[src/rtl/ahb_read.sv]
// AHB-Lite slave read-data path: returns payload_0/payload_1/data_size after WAIT_STATES
// wait cycles (OKAY) or a two-cycle ERROR for select 3; stalls the bus via hready_out only.
module ahb_read #(
  parameter int WAIT_STATES = 1
) (
  input  logic       hclk,
  input  logic       hreset,
  input  logic       hsel_x,
  input  logic       hready,
  input  logic       hwrite,
  input  logic [1:0] htrans,
  input  logic [1:0] read_select,
  input  logic [7:0] payload_0,
  input  logic [7:0] payload_1,
  input  logic [4:0] data_size,
  output logic [7:0] hrdata,
  output logic       hready_out,
  output logic       hresp
);

  typedef enum logic [2:0] {
    ST_IDLE,
    ST_WAIT,
    ST_RESP,
    ST_ERR1,
    ST_ERR2
  } state_t;

  localparam logic [2:0] WAIT_LOAD = 3'(WAIT_STATES > 0 ? WAIT_STATES - 1 : 0);

  state_t     state;
  logic [2:0] wait_cnt;
  logic [1:0] sel_q;
  logic       accept;
  logic [7:0] new_dat;
  logic [7:0] cap_dat;
  logic       unused_htrans;

  function automatic logic [7:0] reg_mux(input logic [1:0] s, input logic [7:0] p0,
                                         input logic [7:0] p1, input logic [4:0] ds);
    case (s)
      2'd0:    return p0;
      2'd1:    return p1;
      default: return {3'b000, ds};
    endcase
  endfunction

  // only NONSEQ/SEQ matter, so htrans[0] is deliberately ignored
  assign unused_htrans = htrans[0];
  assign accept  = hsel_x && hready && !hwrite && htrans[1];
  // zero-wait reads sample the registers on the accept edge; waited reads on the RESP entry edge
  assign new_dat = reg_mux(read_select, payload_0, payload_1, data_size);
  assign cap_dat = reg_mux(sel_q, payload_0, payload_1, data_size);

  always_ff @(posedge hclk or posedge hreset) begin
    if (hreset) begin
      state      <= ST_IDLE;
      hrdata     <= 8'h00;
      hready_out <= 1'b1;
      hresp      <= 1'b0;
      wait_cnt   <= 3'd0;
      sel_q      <= 2'd0;
    end else begin
      case (state)
        ST_IDLE, ST_RESP, ST_ERR2: begin
          if (accept) begin
            sel_q <= read_select;
            if (read_select == 2'd3) begin
              state      <= ST_ERR1;
              hready_out <= 1'b0;
              hresp      <= 1'b1;
            end else if (WAIT_STATES == 0) begin
              state      <= ST_RESP;
              hready_out <= 1'b1;
              hresp      <= 1'b0;
              hrdata     <= new_dat;
            end else begin
              state      <= ST_WAIT;
              wait_cnt   <= WAIT_LOAD;
              hready_out <= 1'b0;
              hresp      <= 1'b0;
            end
          end else begin
            state      <= ST_IDLE;
            hready_out <= 1'b1;
            hresp      <= 1'b0;
          end
        end
        ST_WAIT: begin
          if (wait_cnt == 3'd0) begin
            state      <= ST_RESP;
            hready_out <= 1'b1;
            hresp      <= 1'b0;
            hrdata     <= cap_dat;
          end else begin
            wait_cnt <= wait_cnt - 3'd1;
          end
        end
        ST_ERR1: begin
          state      <= ST_ERR2;
          hready_out <= 1'b1;
          hresp      <= 1'b1;
        end
        default: begin
          state      <= ST_IDLE;
          hready_out <= 1'b1;
          hresp      <= 1'b0;
        end
      endcase
    end
  end

endmodule

[config.mk]
export PLATFORM = sky130hd
export DESIGN_NAME = ahb_read
export DESIGN_NICKNAME = d
export VERILOG_FILES = /design/src/rtl/ahb_read.sv
export SDC_FILE = /design/constraint.sdc
export NUM_CORES = 1
export LEC_CHECK = 0
export CORE_AREA = 10 10 58 60
export CTS_BUF_LIST = sky130_fd_sc_hd__clkbuf_8
export DETAILED_ROUTE_END_ITERATION = 7
export DIE_AREA = 0 0 68 70
export GPL_ROUTABILITY_DRIVEN = 0
export PLACE_DENSITY = 0.86
export SLEW_MARGIN = 20
export SYNTH_ARGS = -nofsm -noshare
export SYNTH_HDL_FRONTEND = slang
export SYNTH_SLANG_ARGS = --single-unit
[constraint.sdc]
create_clock -name hclk -period 4.9 [get_ports hclk]
set_input_delay 0.735 -clock hclk [delete_from_list [all_inputs] [get_ports hclk]]
set_output_delay 0.735 -clock hclk [all_outputs]
set_load 0.03 [all_outputs]
# Yosys cells after proc, flatten, opt, wreduce, memory -nomap -nowiden
# Cells that the tools add are included.
[totals]
register_bits = 18
output_inout_bits = 10
[classes]
add_sub_neg = 1
eq_ne = 10
n_mux = 16
n_reduce_logical = 12
[ops]
columns = ["op", "count"]
rows = [
  ["8-bit one-hot mux with 2 select lines", 1],
  ["3-bit two-way mux", 5],
  ["3-bit one-hot mux with 3 select lines", 1],
  ["2-bit inequality test, second input constant", 4],
  ["3-bit by 2-bit == test with 1-bit output, second input constant", 2],
  ["3-bit logical NOT", 2],
  ["3-bit one-hot mux with 2 select lines", 1],
  ["1-bit two-way mux", 5],
  ["2-bit AND reduction", 2],
  ["4-bit AND reduction", 1],
  ["3-bit by 1-bit == test with 1-bit output, second input constant", 1],
  ["3-bit == test, second input constant", 1],
  ["1-bit logical AND", 3],
  ["1-bit one-hot mux with 3 select lines", 1],
  ["3-bit OR reduction", 1],
  ["3-bit by 1-bit subtractor with 3-bit output, second input constant", 1],
  ["2-bit by 1-bit == test with 1-bit output, second input constant", 1],
  ["2-bit == test, second input constant", 1],
  ["2-bit logical NOT", 1],
  ["2-bit two-way mux", 1],
  ["1-bit one-hot mux with 2 select lines", 1],
  ["2-bit nonzero test", 1],
  ["1-bit logical NOT", 1],
]

# Longest topological paths before layout
# Gate-level depths: netlist of run 1.
[depth]
word_depth = 5
mapped_depth = 7
depth_no_buf = 6

# Worst setup path before layout of run 1
# OpenSTA, ideal clock, no wires.
[synth_timing]
kind = "flip-flop to flip-flop"
startpoint = "register wait_cnt[0]"
endpoint = "register hresp"
setup_ns = 0.083
t_arrival_ns = 1.573
required_time_ns = 4.817
path_slack_ns = 3.244
path_stages_with_launch = 8
n_path_buf = 1
period_less_slack_ns = 1.656
path_cell_list = "dfrtp_1 -> inv_1 -> ha_1 -> ha_1 -> or4b_1 -> buf_2 -> o22a_1 -> o21ai_0"
[synth_between]
elab_chain_cells = 2
[synth_rtl]
columns = ["element", "line", "source"]
rows = [
  ["start, declared", "32", "logic [2:0] wait_cnt;"],
  ["start signal, assigned", "96", "wait_cnt <= wait_cnt - 3'd1;"],
  ["3-bit logical NOT", "90", "if (wait_cnt == 3'd0) begin"],
  ["2-bit inequality test (no line)", "--", ""],
  ["end signal, assigned", "86", "hresp <= 1'b0;"],
  ["end signal, assigned", "93", "hresp <= 1'b0;"],
  ["end signal, assigned", "102", "hresp <= 1'b1;"],
  ["end, declared", "18", "output logic hresp"],
]
# No other way between the ends.
# A chain may end at the register's enable or synchronous reset.

# Final worst setup path of run 1
[layout_timing]
startpoint = "register hready_out"
endpoint = "output hready_out"
[layout_lines]
columns = ["element", "line", "source"]
rows = [
  ["start, declared", "17", "output logic hready_out,"],
  ["start signal, assigned", "59", "hready_out <= 1'b1;"],
  ["start signal, assigned", "70", "hready_out <= 1'b0;"],
  ["start signal, assigned", "74", "hready_out <= 1'b1;"],
]
# No word-level cell between the ends.

==> results of run 1 <==
[stage by stage]
step / utilization, % / cell area (µm²) / power (mW) / instances / setup WS, ns
2_1_floorplan: - / 891 / 0.469 / 83 / 3.24
3_3_place_gp: 55.1 / 1290 / 0.579 / 147 / 2.84
3_5_place_dp: 55.1 / 1290 / 0.593 / 147 / 2.80
4_1_cts: 57.0 / 1340 / 0.698 / 151 / 2.69
5_1_grt: 57.0 / 1340 / 0.742 / 151 / 2.67
6_report: 57.0 / 1340 / 0.686 / 151 / 2.71
[state kept, by name, indices dropped and copies added (netlist names)]
register    count
hrdata          8
hready_out      1
state           3
wait_cnt        3
hresp           1
sel_q           2
[power by group through the flow]
stage | clock network (mW) | registers (mW) | logic, mW
floorplan | 0 | 0.309 | 0.160
global placement | 0 | 0.268 | 0.311
detailed placement | 0 | 0.271 | 0.322
CTS | 0.107 | 0.269 | 0.322
global route | 0.115 | 0.279 | 0.348
finish | 0.104 | 0.267 | 0.315
[cell usage after synthesis]
| cell type | count | area (µm²) |
|---|---|---|
| dfrtp_1 | 17 | 425 |
| nand2_1 | 15 | 56.3 |
| mux2i_1 | 8 | 80.1 |
| mux2_2 | 7 | 78.8 |
| o21ai_0 | 7 | 35.0 |
| inv_1 | 6 | 22.5 |
| buf_2 | 3 | 15.0 |
| o31ai_1 | 3 | 22.5 |
| ha_1 | 2 | 25.0 |
| o22ai_1 | 2 | 12.5 |
| and4_1 | 1 | 8.76 |
| and4bb_1 | 1 | 12.5 |
| clkbuf_1 | 1 | 3.75 |
| dfstp_2 | 1 | 26.3 |
| nand2b_1 | 1 | 6.26 |
| nand3_1 | 1 | 5.00 |
| nand4bb_1 | 1 | 11.3 |
| nor2_1 | 1 | 3.75 |
| o2111ai_1 | 1 | 8.76 |
| o21a_1 | 1 | 7.51 |
| o21ai_1 | 1 | 5.00 |
| o22a_1 | 1 | 8.76 |
| or4b_1 | 1 | 10.0 |
[logic make-up (layout without fill, tap and decap cells)]
family	after synthesis	after routing	share of synthesized area [%]
compound gates	16	16	11.2
fa+ha+maj	2	2	2.81
buf+inv	10	48	4.63
flops	18	18	50.7
mux	15	15	17.8
simple gates	22	22	12.8
[final cells by class]
| class | instances | area share (%) |
|---|---|---|
| clock buffer | 3 | 3.09 |
| clock inverter | 1 | 0.281 |
| inverter | 6 | 1.69 |
| multi-input combinational | 55 | 29.8 |
| sequential | 18 | 33.8 |
| tap | 30 | 2.81 |
| timing repair buffer | 38 | 28.5 |
[final timing paths]
kind	start	to	slack, ns	cells after the start
worst min-delay path	hrdata[6]	hrdata[6]	0.47	2
worst max-delay path	hready_out	hready_out	2.71	1
min in group asynchronous	hreset	hrdata[1]	0.88	2
worst max register to register	wait_cnt[0]	hresp	3.08	6
worst min register to register	hrdata[6]	hrdata[6]	0.47	2
max in group asynchronous	hreset	hrdata[0]	3.59	2
[routing by layer]
metal  part of all wire (%)  wire (µm)  vias to the layer above
met5                      0          0                        -
met3                    9.1        198                        2
li1                       -          -                      366
met2                     50       1090                       26
met4                    1.3         29                        0
met1                     40        864                      347
==> summary.md, run 1 <==
| Metric | Value |
|---|---|
| Multi-input gate area | 398 µm² |
| Initial antenna violation count | 0 |
| Largest net degree at the start of global routing | 19 |
| Vias in the first global route | 765 |
| Cell row count | 18 |
| CTS tree | done |
| GR Util met1 | 9.92% |
| Critical Path, Cell by Cell | clkdlybuf4s50_1 |
| Die height | 70 µm |
| Hold Buf Count CTS | 0 |
| Postcts setup bufs | 0 |
| Tmin final | 2.19 ns |
| CORE AREA | 2340 µm² |
| Synth unique cells | 23 |
| Gr busiest metal | met2 |
| Sequential power share | 38.9% |
| NetSw | 261 µW |
| Comb pwr share | 45.9% |
| Endpoint type of the worst setup path | output port |
| Synthesis Warnings | 0 |
| Max_cap viols | 0 |
| Worst-path clk slew | 0.06 ns |
| Post-synthesis cell area | 891 µm² |
| Worst hold slack | 0.473 ns |
| Syn Nets | 115 |
| Max incr delay on CP | 0.67 ns |
| Syn avg cell area | 10.7 µm² |
| Grt met3 use | 4.31% |
| Mapped Cells | 83 |
| Worst min-delay path class | reg2reg |
| CP Max Fanout | 2 |
| Startpoint Class | flop |
| Final hold violations | 0 |
| Initial cell density of the core | 38.0% |
| Post-Route Skew | 0.00185 ns |
| DP HPWL | 1790 µm |
| Post-DRT Antenna Nets | 0 |
| Peak supply drop | 0.337 mV |
| Final #Nets | 154 |
| Met2 Use GR | 16.0% |
| Fillers | 214 |
| Slew Limit Fails | 0 |
| First-pass GRT wire length | 3520 µm |
| Register area | 452 µm² |
| Share of layout cells above drive strength 1 | 9.09% |
| Antenna Cells | 0 |
| Via density | 4.91 |
| RSZ-0062 raised after global routing | false |
| Sw Share | 38.1% |
| Final setup viols | 0 |
| CP required | 4.16 ns |
| Final worst-path cycle share | 44.7% |
| Fmax | 456 MHz |
| DRC | 0 |
| Final wirelength | 2180 µm |
| Clock sinks | 18 |
| Total number of vias | 741 |
| Post-synthesis sequential element count | 18 |
| Commonest non-fill, non-tap cell in the layout | clkdlybuf4s50_1 |
| Leak pwr | 0.582 nW |
| Area grow syn2layout | 49.9% |
| Critical Path AT | 1.46 ns |
| Clock power frac | 15.2% |
| Clock buffer depth | 2 |
| Final TNS setup | 0 ns |
| H-tree levels | 1 |
| TritonRoute pass-1 iters | 2 |
| Worst slew margin | 55.1% |
| Pint | 425 µW |
| Die width | 68 µm |
| Setup CP Type | reg2out |
| Post-cts sizing count | 0 |
| Seq/Total Area, Yosys | 50.7% |
| Status | completed |
| Io pins | 40 |
| Grt total ovfl | 0 |
| Worst path bufs/invs | 1 |
| Worst slew pin tran | 0.672 ns |
| Buffers on Ports | 38 |
| Clk Latency, worst-skew pair | 0.25 ns |
| Gr usage total | 9.50% |
| Crit-path leading delay family | buffers and inverters |
| PD cells | 514 nW/µm² |
| Clk root buf | clkbuf_8 |
| Die ar. | 4760 µm² |
| WL per Instance | 14.4 µm |
| Worst path slowest cell | clkdlybuf4s50_1 |
| Iteration-0 DRC Markers | 23 |
| Most frequent cells in the layout | clkdlybuf4s50_1, dfrtp_1, nand2_1 |
| TritonCTS Buffers | 3 |
Note: power is estimated with default switching activity, not from simulation.
==> inputs of run 2 (changes only) <==
--- a/config.mk
+++ b/config.mk
@@ -5,12 +5,12 @@
 export SDC_FILE = /design/constraint.sdc
 export NUM_CORES = 1
 export LEC_CHECK = 0
-export CORE_AREA = 10 10 58 60
+export CORE_AREA = 10 10 60 62
 export CTS_BUF_LIST = sky130_fd_sc_hd__clkbuf_8
 export DETAILED_ROUTE_END_ITERATION = 7
-export DIE_AREA = 0 0 68 70
+export DIE_AREA = 0 0 70 72
 export GPL_ROUTABILITY_DRIVEN = 0
-export PLACE_DENSITY = 0.86
+export PLACE_DENSITY = 0.83
 export SLEW_MARGIN = 20
 export SYNTH_ARGS = -nofsm -noshare
 export SYNTH_HDL_FRONTEND = slang
==> constraint.sdc (replaced) <==
create_clock -name hclk -period 2 [get_ports hclk]
set_input_delay 0.3 -clock hclk [delete_from_list [all_inputs] [get_ports hclk]]
set_output_delay 0.3 -clock hclk [all_outputs]
set_load 0.03 [all_outputs]
==> run 2 against run 1 <==
Compared with the run above:
- clock-buffer cell count rose by 1
- final cell count rose by 0.66%
- global-route usage rose by 0.88 points
- clock skew fell by 0.00089 ns
- total power rose to 2.6 times the previous value
- non-clock buffer count rose by 1
- sequential share of layout area fell by 0.44 points
- critical path type is now reg2reg
- largest cell class unchanged
- highest routed layer unchanged
==> summary.md, run 2 (synthesized netlist as in run 1, its figures left out) <==
| Metric | Value |
|---|---|
| Worst slew pin tran | 0.692 ns (+0.0200 ns) |
| Clock buffer depth | 2 (unchanged) |
| WL per Instance | 16.8 µm (+17%) |
| Clock sinks | 18 (unchanged) |
| Die ar. | 5040 µm² (+5.9%) |
| Share of layout cells above drive strength 1 | 10.7% (+1.6 points) |
| Crit-path leading delay family | simple AND/OR/NAND/NOR gates |
| Worst slew margin | 53.8% (-1.3 points) |
| Worst hold slack | 0.462 ns (-0.0104 ns) |
| Worst path slowest cell | or4b_1 |
| Fin area | 1350 µm² (+1.3%) |
| Via density | 5.21 (+6.2%) |
| Fillers | 215 (+0.47%) |
| RSZ-0062 raised after global routing | false |
| Grt total ovfl | 0 (unchanged) |
| Post-Route Skew | 0.000963 ns (-0.000891 ns) |
| CORE AREA | 2430 µm² (+3.8%) |
| Max_cap viols | 0 (unchanged) |
| Die width | 70 µm (+2.9%) |
| TritonRoute pass-1 iters | 4 (+2) |
| Fmax | 536 MHz |
| Top Registers | hrdata: 8 flops, state: 3 flops, wait_cnt: 3 flops |
| Post-cts sizing count | 0 (unchanged) |
| Final setup margin | 0.136 ns (-2.57 ns) |
| Pre-CTS setup slack | 0.160 ns (-2.64 ns) |
| Initial antenna violation count | 0 (unchanged) |
| Max reg flops | 8 (unchanged) |
| Multi-input gate area | 398 µm² (unchanged) |
| Worst path bufs/invs | 1 (unchanged) |
| CP dominant cell by count | ha_1 |
| CP required | 2.17 ns (-1.99 ns) |
| Iteration-0 DRC Markers | 35 (+52%) |
| Max incr delay on CP | 0.63 ns (-0.04 ns) |
| Antenna Cells | 0 (unchanged) |
| Placed inst area | 1300 µm² (+0.58%) |
| Clk root buf | clkbuf_8 |
| Postcts setup bufs | 0 (unchanged) |
| Final worst-path cycle share | 93.2% |
| Leak pwr | 0.588 nW (+1.0%) |
| Final #Nets | 155 (+0.65%) |
| Endpoint type of the worst setup path | flop |
| Final wirelength | 2560 µm (+17%) |
| Status | completed |
| Cell row count | 18 (unchanged) |
| Gr usage total | 10.4% (+0.88 points) |
| Post-DRT Antenna Nets | 0 (unchanged) |
| Startpoint Class | flop |
| CP Max Fanout | 9 (+7) |
| Critical Path, Cell by Cell | inv_1 > ha_1 > ha_1 > or4b_1 > o22a_1 > o21ai_0 |
| Commonest non-fill, non-tap cell in the layout | clkdlybuf4s50_1 |
| R2R setup slack | 0.14 ns (-2.94 ns) |
| Die height | 72 µm (+2.9%) |
| Initial cell density of the core | 36.6% (-1.4 points) |
| Largest Register | hrdata |
| Final setup viols | 0 (unchanged) |
| Final TNS setup | 0 ns (unchanged) |
| Placed Instances | 148 (+0.68%) |
| TritonCTS Buffers | 3 (unchanged) |
| Power, Total | 1.76 mW (+160%) |
| Buffers on Ports | 38 (unchanged) |
| Final hold violations | 0 (unchanged) |
| Worst min-delay path class | in2async |
| Register area | 452 µm² (unchanged) |
| Vias in the first global route | 852 (+11%) |
| Most frequent cells in the layout | clkdlybuf4s50_1, dfrtp_1, nand2_1 |
| Setup CP Type | reg2reg |
| Non-filler cells, final | 152 (+0.66%) |
| Largest net degree at the start of global routing | 19 (unchanged) |
| Total number of vias | 792 (+6.9%) |
| Clk Latency, worst-skew pair | 0.25 ns (about the same) |
| H-tree levels | 1 (unchanged) |
| DP HPWL | 2060 µm (+15%) |
| Hold Buf Count CTS | 0 (unchanged) |
| Tmin final | 1.86 ns |
| Io pins | 40 (unchanged) |
| DRC | 0 (unchanged) |
| Slew Limit Fails | 0 (unchanged) |
| CTS tree | done |
| Area grow syn2layout | 51.8% |
| Peak supply drop | 0.633 mV (+88%) |
| First-pass GRT wire length | 4390 µm (+25%) |
| Critical Path AT | 2.03 ns (+0.57 ns) |
| Worst-path clk slew | 0.07 ns (about the same) |
| Core Util, Final | 55.6% (-1.4 points) |
| PD cells | 1300 nW/µm² (+150%) |
## run 2: report_power, final
part	switching (mW)	internal, mW
logic	0.404	0.401
clock network	0.118	0.175
registers	0.147	0.512
total	0.669	1.09
## run 2: cell type report
class                           instances  share of cell area [%]
Sequential cell                        18                    33.4
Multi-Input combinational cell         55                    29.4
Timing Repair Buffer                   39                    28.7
Clock buffer                            4                    4.07
Tap cell                               30                    2.78
Inverter                                6                    1.67
## run 2: path summary, 6_finish.rpt
kind,end,from,cells after the start
worst max-delay path,hresp,wait_cnt[0],6
worst min-delay path,wait_cnt[0],hreset,2
worst min register to register,hrdata[6],hrdata[6],2
max in group asynchronous,sel_q[1],hreset,2
min in group hclk,hrdata[6],hrdata[6],2
worst max register to register,hresp,wait_cnt[0],6
## run 2: worst reg2reg max path: cells and delay by family, from the launching register on
family | cells | cell delay [ns]
AND/OR/NAND/NOR | 1 | 0.63
adder cells (fa/ha/maj) | 2 | 0.41
flip-flops | 1 | 0.35
AO/OA/AOI/OAI | 2 | 0.33
buffers and inverters | 1 | 0.06
## run 2: layer usage
| layer | track usage (%) | share of wire, % |
|---|---|---|
| met1 | 11.7 | 42 |
| met2 | 19.3 | 54 |
| met3 | 0.952 | 3.6 |
| met5 | 0 | 0 |
| met4 | 4.61 | 1.1 |
